## config.mk

```make
export PLATFORM = sky130hd
export DESIGN_NAME = sw_line_receiver
export DESIGN_NICKNAME = d
export VERILOG_FILES = /design/src/rtl/sw_line_pkg.sv /design/src/rtl/line_sync.sv /design/src/rtl/sw_line_receiver.sv
export SDC_FILE = /design/constraint.sdc
export NUM_CORES = 1
export LEC_CHECK = 0
export BUFFER_PORTS_ARGS = -buffer_cell sky130_fd_sc_hd__buf_4
export CORE_AREA = 2 2 75 77
export CTS_BUF_LIST = sky130_fd_sc_hd__clkbuf_8
export CTS_CLUSTER_SIZE = 16
export DETAILED_ROUTE_END_ITERATION = 16
export DIE_AREA = 0 0 77 79
export PLACE_DENSITY = 0.54
export SETUP_SLACK_MARGIN = 0.05
export SLEW_MARGIN = 20
export SYNTH_ARGS = -nofsm -noshare
export SYNTH_HDL_FRONTEND = slang
export SYNTH_SLANG_ARGS = --single-unit
export TNS_END_PERCENT = 5
```

## constraint.sdc

```tcl
create_clock -name clk -period 2.1 [get_ports clk]
set_input_delay 0.315 -clock clk [delete_from_list [all_inputs] [get_ports clk]]
set_output_delay 0.315 -clock clk [all_outputs]
set_load 0.01 [all_outputs]
```

## src/rtl/sw_line_pkg.sv

```systemverilog
// Shared types and default constants for the single-wire line receiver.
package sw_line_pkg;

    localparam int CLKS_PER_BIT_DEF = 16;
    localparam int DATA_BITS_DEF    = 8;

    typedef enum logic [2:0] {
        IDLE,
        START,
        DATA,
        STOP,
        WAIT_IDLE
    } state_t;

endpackage

```

## src/rtl/line_sync.sv

```systemverilog
// Two-flop synchronizer for the shared line; anything other than a driven 0 reads as 1.
module line_sync (
    input  logic clk,
    input  logic rst_n,
    input  logic line_in,
    output logic line_s
);

    logic d;
    logic meta;

    // A released (z) or unknown (x) line is treated as the pulled-up level.
    always_comb begin
        d = (line_in === 1'b0) ? 1'b0 : 1'b1;
    end

    // Synchronizer chain, resetting to the idle (high) level.
    always_ff @(posedge clk or negedge rst_n) begin
        if (!rst_n) begin
            meta   <= 1'b1;
            line_s <= 1'b1;
        end else begin
            meta   <= d;
            line_s <= meta;
        end
    end

endmodule

```

## src/rtl/sw_line_receiver.sv

```systemverilog
// Single-wire serial line receiver: start/data/stop framing, valid/ready output stage.
module sw_line_receiver
    import sw_line_pkg::*;
#(
    parameter int CLKS_PER_BIT = CLKS_PER_BIT_DEF,
    parameter int DATA_BITS    = DATA_BITS_DEF
) (
    input  logic                 clk,
    input  logic                 rst_n,
    input  logic                 line_in,
    output logic [DATA_BITS-1:0] rx_data,
    output logic                 rx_valid,
    input  logic                 rx_ready,
    output logic                 frame_err,
    output logic                 overrun,
    output logic                 busy
);

    localparam int CW = $clog2(CLKS_PER_BIT);
    localparam int BW = $clog2(DATA_BITS);
    localparam logic [CW-1:0] HALF_M1  = CW'(CLKS_PER_BIT / 2 - 1);
    localparam logic [CW-1:0] FULL_M1  = CW'(CLKS_PER_BIT - 1);
    localparam logic [BW-1:0] BIT_LAST = BW'(DATA_BITS - 1);

    state_t               state;
    logic [CW-1:0]        cnt;
    logic [BW-1:0]        bit_idx;
    logic [DATA_BITS-1:0] shreg;
    logic                 line_s;
    logic                 sample_pt;
    logic                 frame_ok;

    line_sync u_sync (
        .clk     (clk),
        .rst_n   (rst_n),
        .line_in (line_in),
        .line_s  (line_s)
    );

    // Mid-bit sample strobe and good-stop-bit detection.
    always_comb begin
        sample_pt = (cnt == FULL_M1);
        frame_ok  = (state == STOP) && sample_pt && line_s;
    end

    // Framing FSM with bit counter, bit index, shift register and error/busy flags.
    always_ff @(posedge clk or negedge rst_n) begin
        if (!rst_n) begin
            state     <= IDLE;
            cnt       <= '0;
            bit_idx   <= '0;
            shreg     <= '0;
            frame_err <= 1'b0;
            busy      <= 1'b0;
        end else begin
            frame_err <= 1'b0;
            case (state)
                IDLE: begin
                    if (!line_s) begin
                        state <= START;
                        cnt   <= '0;
                        busy  <= 1'b1;
                    end
                end
                START: begin
                    if (cnt == HALF_M1) begin
                        cnt <= '0;
                        if (!line_s) begin
                            state   <= DATA;
                            bit_idx <= '0;
                        end else begin
                            state <= IDLE;
                            busy  <= 1'b0;
                        end
                    end else begin
                        cnt <= cnt + CW'(1);
                    end
                end
                DATA: begin
                    if (sample_pt) begin
                        cnt   <= '0;
                        shreg <= {line_s, shreg[DATA_BITS-1:1]};
                        if (bit_idx == BIT_LAST) begin
                            state <= STOP;
                        end else begin
                            bit_idx <= bit_idx + BW'(1);
                        end
                    end else begin
                        cnt <= cnt + CW'(1);
                    end
                end
                STOP: begin
                    if (sample_pt) begin
                        cnt <= '0;
                        if (line_s) begin
                            state <= IDLE;
                            busy  <= 1'b0;
                        end else begin
                            frame_err <= 1'b1;
                            state     <= WAIT_IDLE;
                        end
                    end else begin
                        cnt <= cnt + CW'(1);
                    end
                end
                WAIT_IDLE: begin
                    if (line_s) begin
                        state <= IDLE;
                        busy  <= 1'b0;
                    end
                end
                default: begin
                    state <= IDLE;
                    busy  <= 1'b0;
                end
            endcase
        end
    end

    // Output stage: a completed frame loads unless the held byte is still unconsumed.
    always_ff @(posedge clk or negedge rst_n) begin
        if (!rst_n) begin
            rx_data  <= '0;
            rx_valid <= 1'b0;
            overrun  <= 1'b0;
        end else begin
            overrun <= 1'b0;
            if (frame_ok) begin
                if (!rx_valid || rx_ready) begin
                    rx_data  <= shreg;
                    rx_valid <= 1'b1;
                end else begin
                    overrun <= 1'b1;
                end
            end else if (rx_valid && rx_ready) begin
                rx_valid <= 1'b0;
            end
        end
    end

endmodule
```

=== After elaboration in Yosys (flattened, before gate mapping) ===
Index checks and enable logic that the tools add are counted.

* Add/subtract/negate cells: 2
* Equality and inequality tests: 17
* Multiplexer cells: 32
* Bitwise logic cells: 1
* Reductions and logical operators: 17

{| class="wikitable"
|+ Operator list
! operator !! count
|-
| $mux W3 || 11
|-
| $pmux W3 S5 || 1
|-
| $ne A2 B2 Y1 const B || 7
|-
| $mux W1 || 13
|-
| $mux W4 || 3
|-
| $pmux W4 S3 || 1
|-
| $reduce_and A2 Y1 || 4
|-
| $eq A3 B2 Y1 const B || 2
|-
| $eq A3 B3 Y1 const B || 2
|-
| $pmux W3 S2 || 1
|-
| $reduce_and A6 Y1 || 1
|-
| $pmux W1 S5 || 1
|-
| $reduce_and A5 Y1 || 1
|-
| $add A4 B1 Y4 const B || 1
|-
| $eq A4 B3 Y1 const B || 1
|-
| $eq A4 B4 Y1 const B || 1
|-
| $ne A2 B1 Y1 const B || 2
|-
| $reduce_and A4 Y1 || 1
|-
| $reduce_bool A2 Y1 || 2
|-
| $add A3 B1 Y3 const B || 1
|-
| $eq A3 B1 Y1 const B || 1
|-
| $logic_and A1 B1 Y1 || 3
|-
| $logic_not A3 Y1 || 1
|-
| $reduce_bool A3 Y1 || 1
|-
| 6 further kinds || 6
|}

* Flip-flop bits (word level): 32
* Input bits: 4
* Output and inout port bits: 12
* Word-level logic and storage cells: 80

=== Longest topological paths before layout ===
Gate-level depths: netlist of the first run.

* Depth after elaboration: 5
* Depth in mapped cells: 5
* Mapped depth without buffers: 5

=== By module ===
A second synthesis of the first run with hierarchy kept.

* Cell total of the unflattened synthesis: 125
* Area, all modules: 1,545.2 µm²

{| class="wikitable"
|+ By module, submodules not included
! module !! instances !! cells an instance !! area an instance (µm²)
|-
| sw_line_receiver || 1 || 123 || 1,492.7
|-
| line_sync || 1 || 2 || 52.6
|}

=== Worst setup path before layout of the first run ===
OpenSTA, ideal clock, no wires.

* Path type: register to register
* From: reg bit_idx[0]
* To: reg bit_idx[0]
* Data arrival time: 1.887 ns
* Data required time: 1.972 ns
* Path slack: 0.086 ns
* Cell stages (with the launch flop): 6
* Cells stage by stage: dfrtp_1 ha_1 ha_1 or3b_4 a2111oi_4 mux2_1

* Cells in the longest elaborated chain, start to end: 4
* Elaborated cells between the ends (all ways): 7
* Those cells by class: add/sub (1); eq/ne (2); mux (3); reduce/logical (1)

{| class="wikitable"
|+ Ends and longest elaborated chain
! element !! line !! text
|-
| from (decl) || sw_line_receiver.sv:27 || <nowiki>logic [BW-1:0] bit_idx;</nowiki>
|-
| from (signal assigned) || sw_line_receiver.sv:86 || <nowiki>bit_idx <= bit_idx + BW'(1);</nowiki>
|-
| $add A3 B1 Y3 || sw_line_receiver.sv:86 ||
|-
| $mux W3 || sw_line_receiver.sv:83 || <nowiki>if (bit_idx == BIT_LAST) begin</nowiki>
|-
| $mux W3 || sw_line_receiver.sv:80 || <nowiki>if (sample_pt) begin</nowiki>
|-
| $pmux W3 S2 || sw_line_receiver.sv:57 || <nowiki>case (state)</nowiki>
|}

Parallel ways exist; a longest one is shown, timed or not. The select of a mux whose other input is x is not followed.
A chain may end at the register's enable or synchronous reset.

=== Worst setup path after layout of the first run ===
Ends and elaborated chain as after synthesis.

==> summary.md, run 1 <==
## Critical path
• **Max FO, Critical Path** 4
• **sort of element at the end of the critical path** flip-flop
• **startpoint type of the worst setup path** flip-flop
• **Setup Crit Path Kind** reg2reg
• **CP arrival** 2170 ps
• **data required time at the worst endpoint** 2260 ps

## Die
• **die height** 79 um
• **total number of placement rows** 27
• **initial standard-cell utilization of the core** 0.286
• **number of ports placed on the die boundary** 16
• **area of the die** 6080 um^2
• **Die Wd** 77 um
• **core region area** 5340 um^2

## Yosys
• **Yosys top cell by area** sky130_fd_sc_hd__dfrtp_1
• **fraction of synthesis flops using an asynchronous set or reset pin** 1.00
• **EDFF count, synth** 0
• **Synth top area share** 0.492
• **number of storage elements in the synthesis netlist** 32
• **mapped cell area** 1530 um^2
• **sequential fraction of the synthesis area** 0.526
• **number of warning messages in the yosys log** 0
• **number of unique standard cell types used by synthesis** 43
• **count leader, synth** sky130_fd_sc_hd__dfrtp_1
• **list of most frequent post-synthesis cells** sky130_fd_sc_hd__dfrtp_1 (30), sky130_fd_sc_hd__mux2_2 (9), sky130_fd_sc_hd__mux2_4 (8), sky130_fd_sc_hd__nor2_1 (8), sky130_fd_sc_hd__nand2_1 (7)
• **post-synthesis instance total** 118
• **Post-synth top flop** sky130_fd_sc_hd__dfrtp_1
• **Syn Area/Cell** 12.9 um^2
• **Area contributors post-synth** sky130_fd_sc_hd__dfrtp_1 (49%), sky130_fd_sc_hd__mux2_4 (7.9%), sky130_fd_sc_hd__mux2_2 (6.6%)
• **Mapped Nets** 125

## Detailed routing
• **overall via count from detail_route** 989
• **count of antenna-violating nets left after detailed routing** 0
• **first-pass iteration count of the detailed router** 4
• **total wirelength of the detailed-routed design** 2840 um
• **vias per cell** 4.60
• **Remaining DRCs** 0
• **wire length per cell after detailed routing** 13.2 um
• **initial detailed-routing violation count** 26

## Place
• **Final GP Congestion** 0.782
• **half-perimeter wire length after detailed placement** 1960 um
• **PortBufs** 15
• **Inst Count DP** 205
• **pre-CTS worst setup slack** -6.45 ps

## Pwr
• **power density cells** 917 nW/um^2
• **leakage power** 0.865 nW
• **worst voltage drop across the vdd grid** 0.000742 V

## CTS
• **H-tree depth reported by CTS** 2
• **Worst-path clk slew** 60 ps
• **CTS tree** yes
• **clk_lat worst skew** 270 ps
• **clock root buffer master** sky130_fd_sc_hd__clkbuf_8
• **maximum buffer depth of the clock tree** 2
• **Num CTS Buffers** 5
• **CTS sink count** 32

## Timing
• **timing-limited maximum frequency** 498 MHz
• **unrepaired setup endpoints after global routing** true
• **period utilization** 0.956
• **max-slew violation total from the final report** 0
• **endpoints failing setup** 0
• **worst setup skew after layout** 3.60 ps
• **count of endpoints failing hold in the final timing report** 0
• **actual transition at the worst max-transition pin** 422 ps
• **final period demand of the worst path** 2010 ps
• **post-layout worst setup margin** 92.5 ps
• **remaining max-slew budget at the tightest pin** 0.718

## Global route
• **Total GRT Usage** 0.101
• **maximum number of pins on one net before global-route repair** 33
• **first-pass GRT wire length** 4890 um
• **initial antenna violation count** 0
• **remaining global-route overflow** 0
• **vias in the first global route** 1051

## Hold path
• **Hold WC Path Type** in2reg

## Flow run
• **maximum capacitance violations** 0

## Outcome
• **outcome** complete, no violations

## Final layout
• **post-synthesis to final-layout area growth** 23.0%
• **fillers** 558
• **fraction of layout cells with a size suffix above 1** 0.399
• **Layout Cells excl Fill** 215
• **final core utilization** 0.352
• **final-stage net count** 150
• **antenna cells** 0

[critical path, cell delays in order (launching register included)]
cell                        delay, ps
sky130_fd_sc_hd__dfrtp_1          410
sky130_fd_sc_hd__ha_2             200
sky130_fd_sc_hd__ha_4             170
sky130_fd_sc_hd__or3b_4           380
sky130_fd_sc_hd__a2111oi_4        410
sky130_fd_sc_hd__mux2_4           330
[metal layers]
metal | vias to the layer above | global-route usage | share of wire
li1 | 475 | - | -
met1 | 494 | 0.129 | 0.47
met5 | - | 0 | 0
met4 | 0 | 0.0268 | 0
met2 | 20 | 0.163 | 0.48
met3 | 0 | 0.0364 | 0.047
[power by group]
group / switching [W] / internal [W] / leakage (nW)
sequential: 0.000121 / 0.000696 / 0.422
clock: 0.000209 / 0.000220 / 0.0452
combinational: 0.000239 / 0.000238 / 0.397
total: 0.000569 / 0.00115 / 0.865
[cell type report]
cell class                 count  area [um^2]  area share
timing repair buffer          23          188      0.0999
sequential                    32          803       0.428
clock inverter                 2         8.76     0.00466
tap                           72         90.1      0.0480
inverter                       5         18.8     0.00999
multi-input combinational     76          701       0.373
clock buffer                   5         68.8      0.0366
[cell families (layout without fill, tap and decap cells)]
| family | Yosys count | count (layout) | synth area share |
|---|---|---|---|
| XOR/XNOR | 2 | 2 | 0.0115 |
| AO/OA/AOI/OAI | 16 | 16 | 0.0943 |
| buffers and inverters | 10 | 35 | 0.0270 |
| flip-flops | 32 | 32 | 0.526 |
| AND/OR/NAND/NOR | 36 | 36 | 0.157 |
| multiplexers | 18 | 18 | 0.152 |
| adder cells (fa/ha/maj) | 4 | 4 | 0.0312 |
[final timing paths]
kind | start | endpoint | slack, ps | depth (start not counted)
worst max-delay path | bit_idx[0] | bit_idx[0] | 90 | 5
worst min-delay path | line_in | u_sync.meta | 150 | 1
worst max register to register | bit_idx[0] | bit_idx[0] | 90 | 5
worst min register to register | u_sync.meta | u_sync.line_s | 360 | 0
max in group asynchronous | rst_n | u_sync.meta | 1250 | 2
min in group asynchronous | rst_n | rx_data[2] | 520 | 2
[sequential cells by signal, indices dropped and copies added (netlist names), 3 cells and up]
register and flops:
rx_data 8, shreg 8, cnt 4, bit_idx 3
state 3
[timing repair]
item / CTS / global route
buffers inserted: 0 / 2
hold endpoints to repair: 30 / 0
resized for setup: 1 / 3
hold buffers: 1 / 0
setup endpoints to repair: 1 / 1
pin swaps: 1 / 3
[stage by stage]
stage               power, W  area [um^2]  setup TNS [ps]  hold WS (ps)
global route         0.00185         1880               0           125
detailed placement   0.00129         1760           -6.45           284
CTS                  0.00173         1850               0           131
global placement     0.00128         1760               0           274
floorplan            0.00116         1530               0          19.4
finish               0.00172         1880               0           146
[layout by cell type (no fill, tap or decap), types with 3 or more instances in the layout]
master                     count
sky130_fd_sc_hd__buf_4        21
sky130_fd_sc_hd__mux2_2        9
sky130_fd_sc_hd__nor2_1        8
sky130_fd_sc_hd__dfrtp_1      30
sky130_fd_sc_hd__nand2_1       7
sky130_fd_sc_hd__inv_1         6
sky130_fd_sc_hd__mux2_4        9
sky130_fd_sc_hd__a22o_1        3
sky130_fd_sc_hd__clkbuf_8      5
Power figures use the tool's default switching activity.
==> inputs of run 2 (changes only) <==
--- a/config.mk
+++ b/config.mk
@@ -7,8 +7,6 @@
 export LEC_CHECK = 0
 export BUFFER_PORTS_ARGS = -buffer_cell sky130_fd_sc_hd__buf_4
 export CORE_AREA = 2 2 75 77
-export CTS_BUF_LIST = sky130_fd_sc_hd__clkbuf_8
-export CTS_CLUSTER_SIZE = 16
 export DETAILED_ROUTE_END_ITERATION = 16
 export DIE_AREA = 0 0 77 79
 export PLACE_DENSITY = 0.54
==> summary.md, run 2 (synthesized netlist as in run 1, its figures left out) <==
## Timing
• **post-layout worst setup margin** 92.5 ps
• **max-slew violation total from the final report** 0
• **timing-limited maximum frequency** 498 MHz
• **actual transition at the worst max-transition pin** 422 ps
• **unrepaired setup endpoints after global routing** true
• **final period demand of the worst path** 2010 ps
• **endpoints failing setup** 0
• **period utilization** 0.956
• **remaining max-slew budget at the tightest pin** 0.718
• **count of endpoints failing hold in the final timing report** 0
• **worst setup skew after layout** 3.60 ps

## Global route
• **remaining global-route overflow** 0
• **first-pass GRT wire length** 4890 um
• **initial antenna violation count** 0
• **vias in the first global route** 1051
• **maximum number of pins on one net before global-route repair** 33
• **Total GRT Usage** 0.101

## Place
• **Final GP Congestion** 0.782
• **PortBufs** 15
• **pre-CTS worst setup slack** -6.45 ps
• **half-perimeter wire length after detailed placement** 1960 um

## Critical path
• **Setup Crit Path Kind** reg2reg
• **startpoint type of the worst setup path** flip-flop
• **delay of the slowest cell on the worst path** 410 ps
• **sort of element at the end of the critical path** flip-flop
• **data required time at the worst endpoint** 2260 ps
• **count of cell instances traversed by the critical path** 5
• **r2r worst-path depth** 5
• **Max FO, Critical Path** 4
• **series of cell instances along the critical path** ha_2 -> ha_4 -> or3b_4 -> a2111oi_4 -> mux2_4
• **Crit path buffers/inverters** 0
• **CP arrival** 2170 ps
• **critical path's top delay family** flip-flops
• **Critical Path Slowest Stage Cell** sky130_fd_sc_hd__dfrtp_1

## CTS
• **clock root buffer master** sky130_fd_sc_hd__clkbuf_8
• **CTS sink count** 32
• **Worst-path clk slew** 60 ps
• **maximum buffer depth of the clock tree** 2
• **CTS tree** yes
• **Num CTS Buffers** 5
• **clk_lat worst skew** 270 ps
• **H-tree depth reported by CTS** 2

## Die
• **total number of placement rows** 27
• **die height** 79 um
• **initial standard-cell utilization of the core** 0.286
• **core region area** 5340 um^2
• **number of ports placed on the die boundary** 16
• **Die Wd** 77 um
• **area of the die** 6080 um^2

## Detailed routing
• **count of antenna-violating nets left after detailed routing** 0
• **initial detailed-routing violation count** 26
• **overall via count from detail_route** 988
• **total wirelength of the detailed-routed design** 2840 um
• **Remaining DRCs** 0
• **first-pass iteration count of the detailed router** 4
• **vias per cell** 4.60
• **wire length per cell after detailed routing** 13.2 um

## Pwr
• **worst voltage drop across the vdd grid** 0.000742 V
• **power density cells** 919 nW/um^2
• **leakage power** 0.860 nW

## Hold path
• **Hold Path Cell Cnt** 1
• **Hold WC Path Type** in2reg

## Final layout
• **most frequent standard cell in the layout excluding fill and tap cells** sky130_fd_sc_hd__dfrtp_1
• **most frequent cells in the layout** sky130_fd_sc_hd__dfrtp_1 (30), sky130_fd_sc_hd__buf_4 (21), sky130_fd_sc_hd__mux2_2 (9), sky130_fd_sc_hd__mux2_4 (9), sky130_fd_sc_hd__nor2_1 (8)
• **final core utilization** 0.352
• **fraction of layout cells with a size suffix above 1** 0.399
• **post-synthesis to final-layout area growth** 23.0%
• **antenna cells** 0
• **final-stage net count** 150
• **Largest regs** rx_data x8, shreg x8, cnt x4
• **fillers** 558

## Flow run
• **maximum capacitance violations** 0

## Outcome
• **outcome** complete, no violations

==> run 2: changes by cell type in the layout (fill, tap and decap cells not counted), sizes merged <==
cell | before | now
clkbuf | 5 | 6
inv | 6 | 5
==> run 2: worst paths after layout <==
| path | startpoint | to | slack [ps] |
|---|---|---|---|
| worst min register to register | u_sync.meta | u_sync.line_s | 360 |
| worst min-delay path | line_in | u_sync.meta | 150 |
| worst max-delay path | bit_idx[0] | bit_idx[0] | 90 |
| min in group asynchronous | rst_n | rx_data[2] | 520 |
| max in group asynchronous | rst_n | u_sync.meta | 1250 |
| worst max register to register | bit_idx[0] | bit_idx[0] | 90 |
==> run 2: final cells by class <==
type	instances	area (um^2)	share of cell area
clock buffer	6	72.6	0.0386
clock inverter	1	5.00	0.00266
inverter	5	18.8	0.00999
multi-input combinational	76	701	0.373
sequential	32	803	0.428
tap	72	90.1	0.0480
timing repair buffer	23	188	0.0999
==> run 2: power breakdown <==
part           switching (W)  internal [W]
combinational       0.000239      0.000238
sequential          0.000121      0.000696
clock               0.000209      0.000225
total               0.000568       0.00116
==> run 2: through the flow <==
stage | total power [W] | TNS [ps] | hold slack, ps | cells | instance area (um^2)
after floorplan | 0.00116 | 0 | 19.4 | 118 | 1530
after global placement | 0.00128 | 0 | 274 | 205 | 1760
after detailed placement | 0.00129 | -6.45 | 284 | 205 | 1760
after CTS | 0.00174 | 0 | 131 | 213 | 1850
after global routing | 0.00185 | 0 | 126 | 215 | 1880
final | 0.00173 | 0 | 146 | 215 | 1880
==> run 2: metal layers <==
metal  wire length, um  vias up  GRT usage
met1              1340      493      0.129
met2              1360       20      0.163
met3               133        0     0.0364
li1                  -      475          -
met4                 0        0     0.0268
met5                 0        -          0
==> run 2: timing repair <==
action / in CTS / in global routing
endpoints found under the setup margin: 1 / 1
hold buffers: 1 / 0
buffers inserted: 0 / 2
gates resized for setup: 1 / 3
pin swaps: 1 / 3
endpoints found under the hold margin: 30 / 0
==> run 2: worst register-to-register path, delay by kind of cell (launching register included) <==
kind,cells,cell delay [ps]
compound gates,1,410
fa+ha+maj,2,370
flops,1,410
mux,1,330
simple gates,1,380
==> inputs of run 3 (changes only) <==
--- a/config.mk
+++ b/config.mk
@@ -6,10 +6,10 @@
 export NUM_CORES = 1
 export LEC_CHECK = 0
 export BUFFER_PORTS_ARGS = -buffer_cell sky130_fd_sc_hd__buf_4
-export CORE_AREA = 2 2 75 77
+export CORE_AREA = 2 2 45 78
 export DETAILED_ROUTE_END_ITERATION = 16
-export DIE_AREA = 0 0 77 79
-export PLACE_DENSITY = 0.54
+export DIE_AREA = 0 0 47 80
+export PLACE_DENSITY = 0.78
 export SETUP_SLACK_MARGIN = 0.05
 export SLEW_MARGIN = 20
 export SYNTH_ARGS = -nofsm -noshare
==> summary.md, run 3 (synthesized netlist as in run 1, its figures left out) <==
## Outcome
• **outcome** complete, no violations

## Critical path
• **CP arrival** 2160 ps
• **count of cell instances traversed by the critical path** 5
• **series of cell instances along the critical path** ha_2 -> ha_4 -> or3b_4 -> a2111oi_4 -> mux2_4
• **Critical Path Slowest Stage Cell** sky130_fd_sc_hd__a2111oi_4
• **sort of element at the end of the critical path** flip-flop
• **Max FO, Critical Path** 4
• **data required time at the worst endpoint** 2260 ps
• **delay of the slowest cell on the worst path** 410 ps
• **r2r worst-path depth** 5
• **startpoint type of the worst setup path** flip-flop
• **Setup Crit Path Kind** reg2reg
• **critical path's top delay family** compound AO/OA/AOI/OAI gates
• **Crit path buffers/inverters** 0
• **setup slack of the most critical reg-to-reg path** 100 ps

## Place
• **half-perimeter wire length after detailed placement** 1940 um
• **Inst Count DP** 175
• **Final GP Congestion** 0.848
• **PortBufs** 15

## Timing
• **max-slew violation total from the final report** 0
• **count of endpoints failing hold in the final timing report** 0
• **endpoints failing setup** 0
• **worst setup skew after layout** 7.08 ps
• **timing-limited maximum frequency** 500 MHz
• **unrepaired setup endpoints after global routing** false
• **remaining max-slew budget at the tightest pin** 0.733
• **period utilization** 0.952
• **final period demand of the worst path** 2000 ps
• **actual transition at the worst max-transition pin** 400 ps
• **final-layout setup total negative slack** 0 ps

## CTS
• **clock root buffer master** sky130_fd_sc_hd__clkbuf_8
• **clk_lat worst skew** 290 ps
• **Worst-path clk slew** 60 ps
• **Num CTS Buffers** 5
• **CTS tree** yes
• **maximum buffer depth of the clock tree** 2
• **CTS sink count** 32
• **H-tree depth reported by CTS** 2

## Die
• **die height** 80 um
• **Die Wd** 47 um
• **number of ports placed on the die boundary** 16
• **core region area** 3110 um^2
• **total number of placement rows** 27
• **area of the die** 3760 um^2
• **initial standard-cell utilization of the core** 0.491

## Pwr
• **worst voltage drop across the vdd grid** 0.00101 V
• **part of the power in combinational logic** 0.241
• **power density cells** 1030 nW/um^2
• **Reg power frac** 0.428
• **leakage power** 0.877 nW
• **proportion of power drawn by the clock network** 0.331
• **net switching share of the total power** 0.301
• **internal power** 0.00134 W
• **Switch Pwr** 0.000579 W

## Hold path
• **Hold WC Path Type** in2reg
• **Hold Path Cell Cnt** 1

## Final layout
• **final-stage net count** 149
• **antenna cells** 0
• **Layout Cells excl Fill** 186
• **Largest regs** rx_data x8, shreg x8, cnt x4
• **most frequent cells in the layout** sky130_fd_sc_hd__dfrtp_1 (30), sky130_fd_sc_hd__buf_4 (21), sky130_fd_sc_hd__mux2_2 (9), sky130_fd_sc_hd__mux2_4 (9), sky130_fd_sc_hd__nor2_1 (8)
• **post-synthesis to final-layout area growth** 22.5%
• **most frequent standard cell in the layout excluding fill and tap cells** sky130_fd_sc_hd__dfrtp_1
• **fraction of layout cells with a size suffix above 1** 0.406

## Detailed routing
• **Remaining DRCs** 0
• **overall via count from detail_route** 999
• **vias per cell** 5.37
• **wire length per cell after detailed routing** 14.5 um
• **count of antenna-violating nets left after detailed routing** 0
• **first-pass iteration count of the detailed router** 4
• **initial detailed-routing violation count** 39
• **total wirelength of the detailed-routed design** 2710 um

## Global route
• **first-pass GRT wire length** 4530 um
• **maximum number of pins on one net before global-route repair** 33
• **initial antenna violation count** 0
• **Total GRT Usage** 0.170
• **vias in the first global route** 1040
• **remaining global-route overflow** 0

## Flow run
• **maximum capacitance violations** 0

[run 3: cell count changes in the layout (fill, tap and decap cells not counted), sizes merged]
cell	delta
buf	-1
bufinv	+1
clkbuf	+1
clkinv	-1
[run 3: final timing paths]
path / endpoint / from
max in group asynchronous: u_sync.meta / rst_n
worst min register to register: u_sync.line_s / u_sync.meta
worst min-delay path: u_sync.meta / line_in
worst max register to register: bit_idx[0] / bit_idx[1]
worst max-delay path: bit_idx[0] / bit_idx[1]
min in group asynchronous: rx_data[2] / rst_n
[run 3: final cells by class]
class / count / area (um^2)
fill: 252 / 1240
sequential: 32 / 803
multi-input combinational: 76 / 701
timing repair buffer: 22 / 168
clock buffer: 7 / 96.3
tap: 43 / 53.8
clock inverter: 1 / 30.0
inverter: 5 / 18.8
[run 3: metrics by stage]
step                      cell area (um^2)  setup slack, ps  hold slack, ps  utilization  power [W]
after detailed placement              1700             4.83             277        0.547    0.00128
after global placement                1700             71.4             269        0.547    0.00126
after floorplan                       1530             85.6            19.4            -    0.00116
after CTS                             1840             60.9             124        0.592    0.00193
final                                 1870              101             134        0.602    0.00192
after global routing                  1870             52.7             122        0.602    0.00203
[run 3: power by group through the flow]
| stage | registers (W) | clock network, W | logic (W) |
|---|---|---|---|
| floorplan | 0.000762 | 0 | 0.000403 |
| global placement | 0.000825 | 0 | 0.000439 |
| detailed placement | 0.000830 | 0 | 0.000452 |
| CTS | 0.000821 | 0.000652 | 0.000459 |
| global route | 0.000835 | 0.000679 | 0.000517 |
| finish | 0.000824 | 0.000636 | 0.000463 |
[run 3: timing repair]
item | 4_1_cts | 5_1_grt
endpoints found under the hold margin | 30 | 0
pin swaps | 1 | 3
buffers inserted | 0 | 2
setup endpoints to repair | 1 | 2
cloned | 0 | 0
resized for setup | 1 | 3
hold buffers | 1 | 0
[run 3: metal layers]
layer / routed length, um / track usage / vias to the layer above
li1: - / - / 474
met3: 119 / 0.0633 / 7
met5: 0 / 0 / -
met1: 1080 / 0.187 / 494
met2: 1440 / 0.278 / 24
met4: 71 / 0.0778 / 0
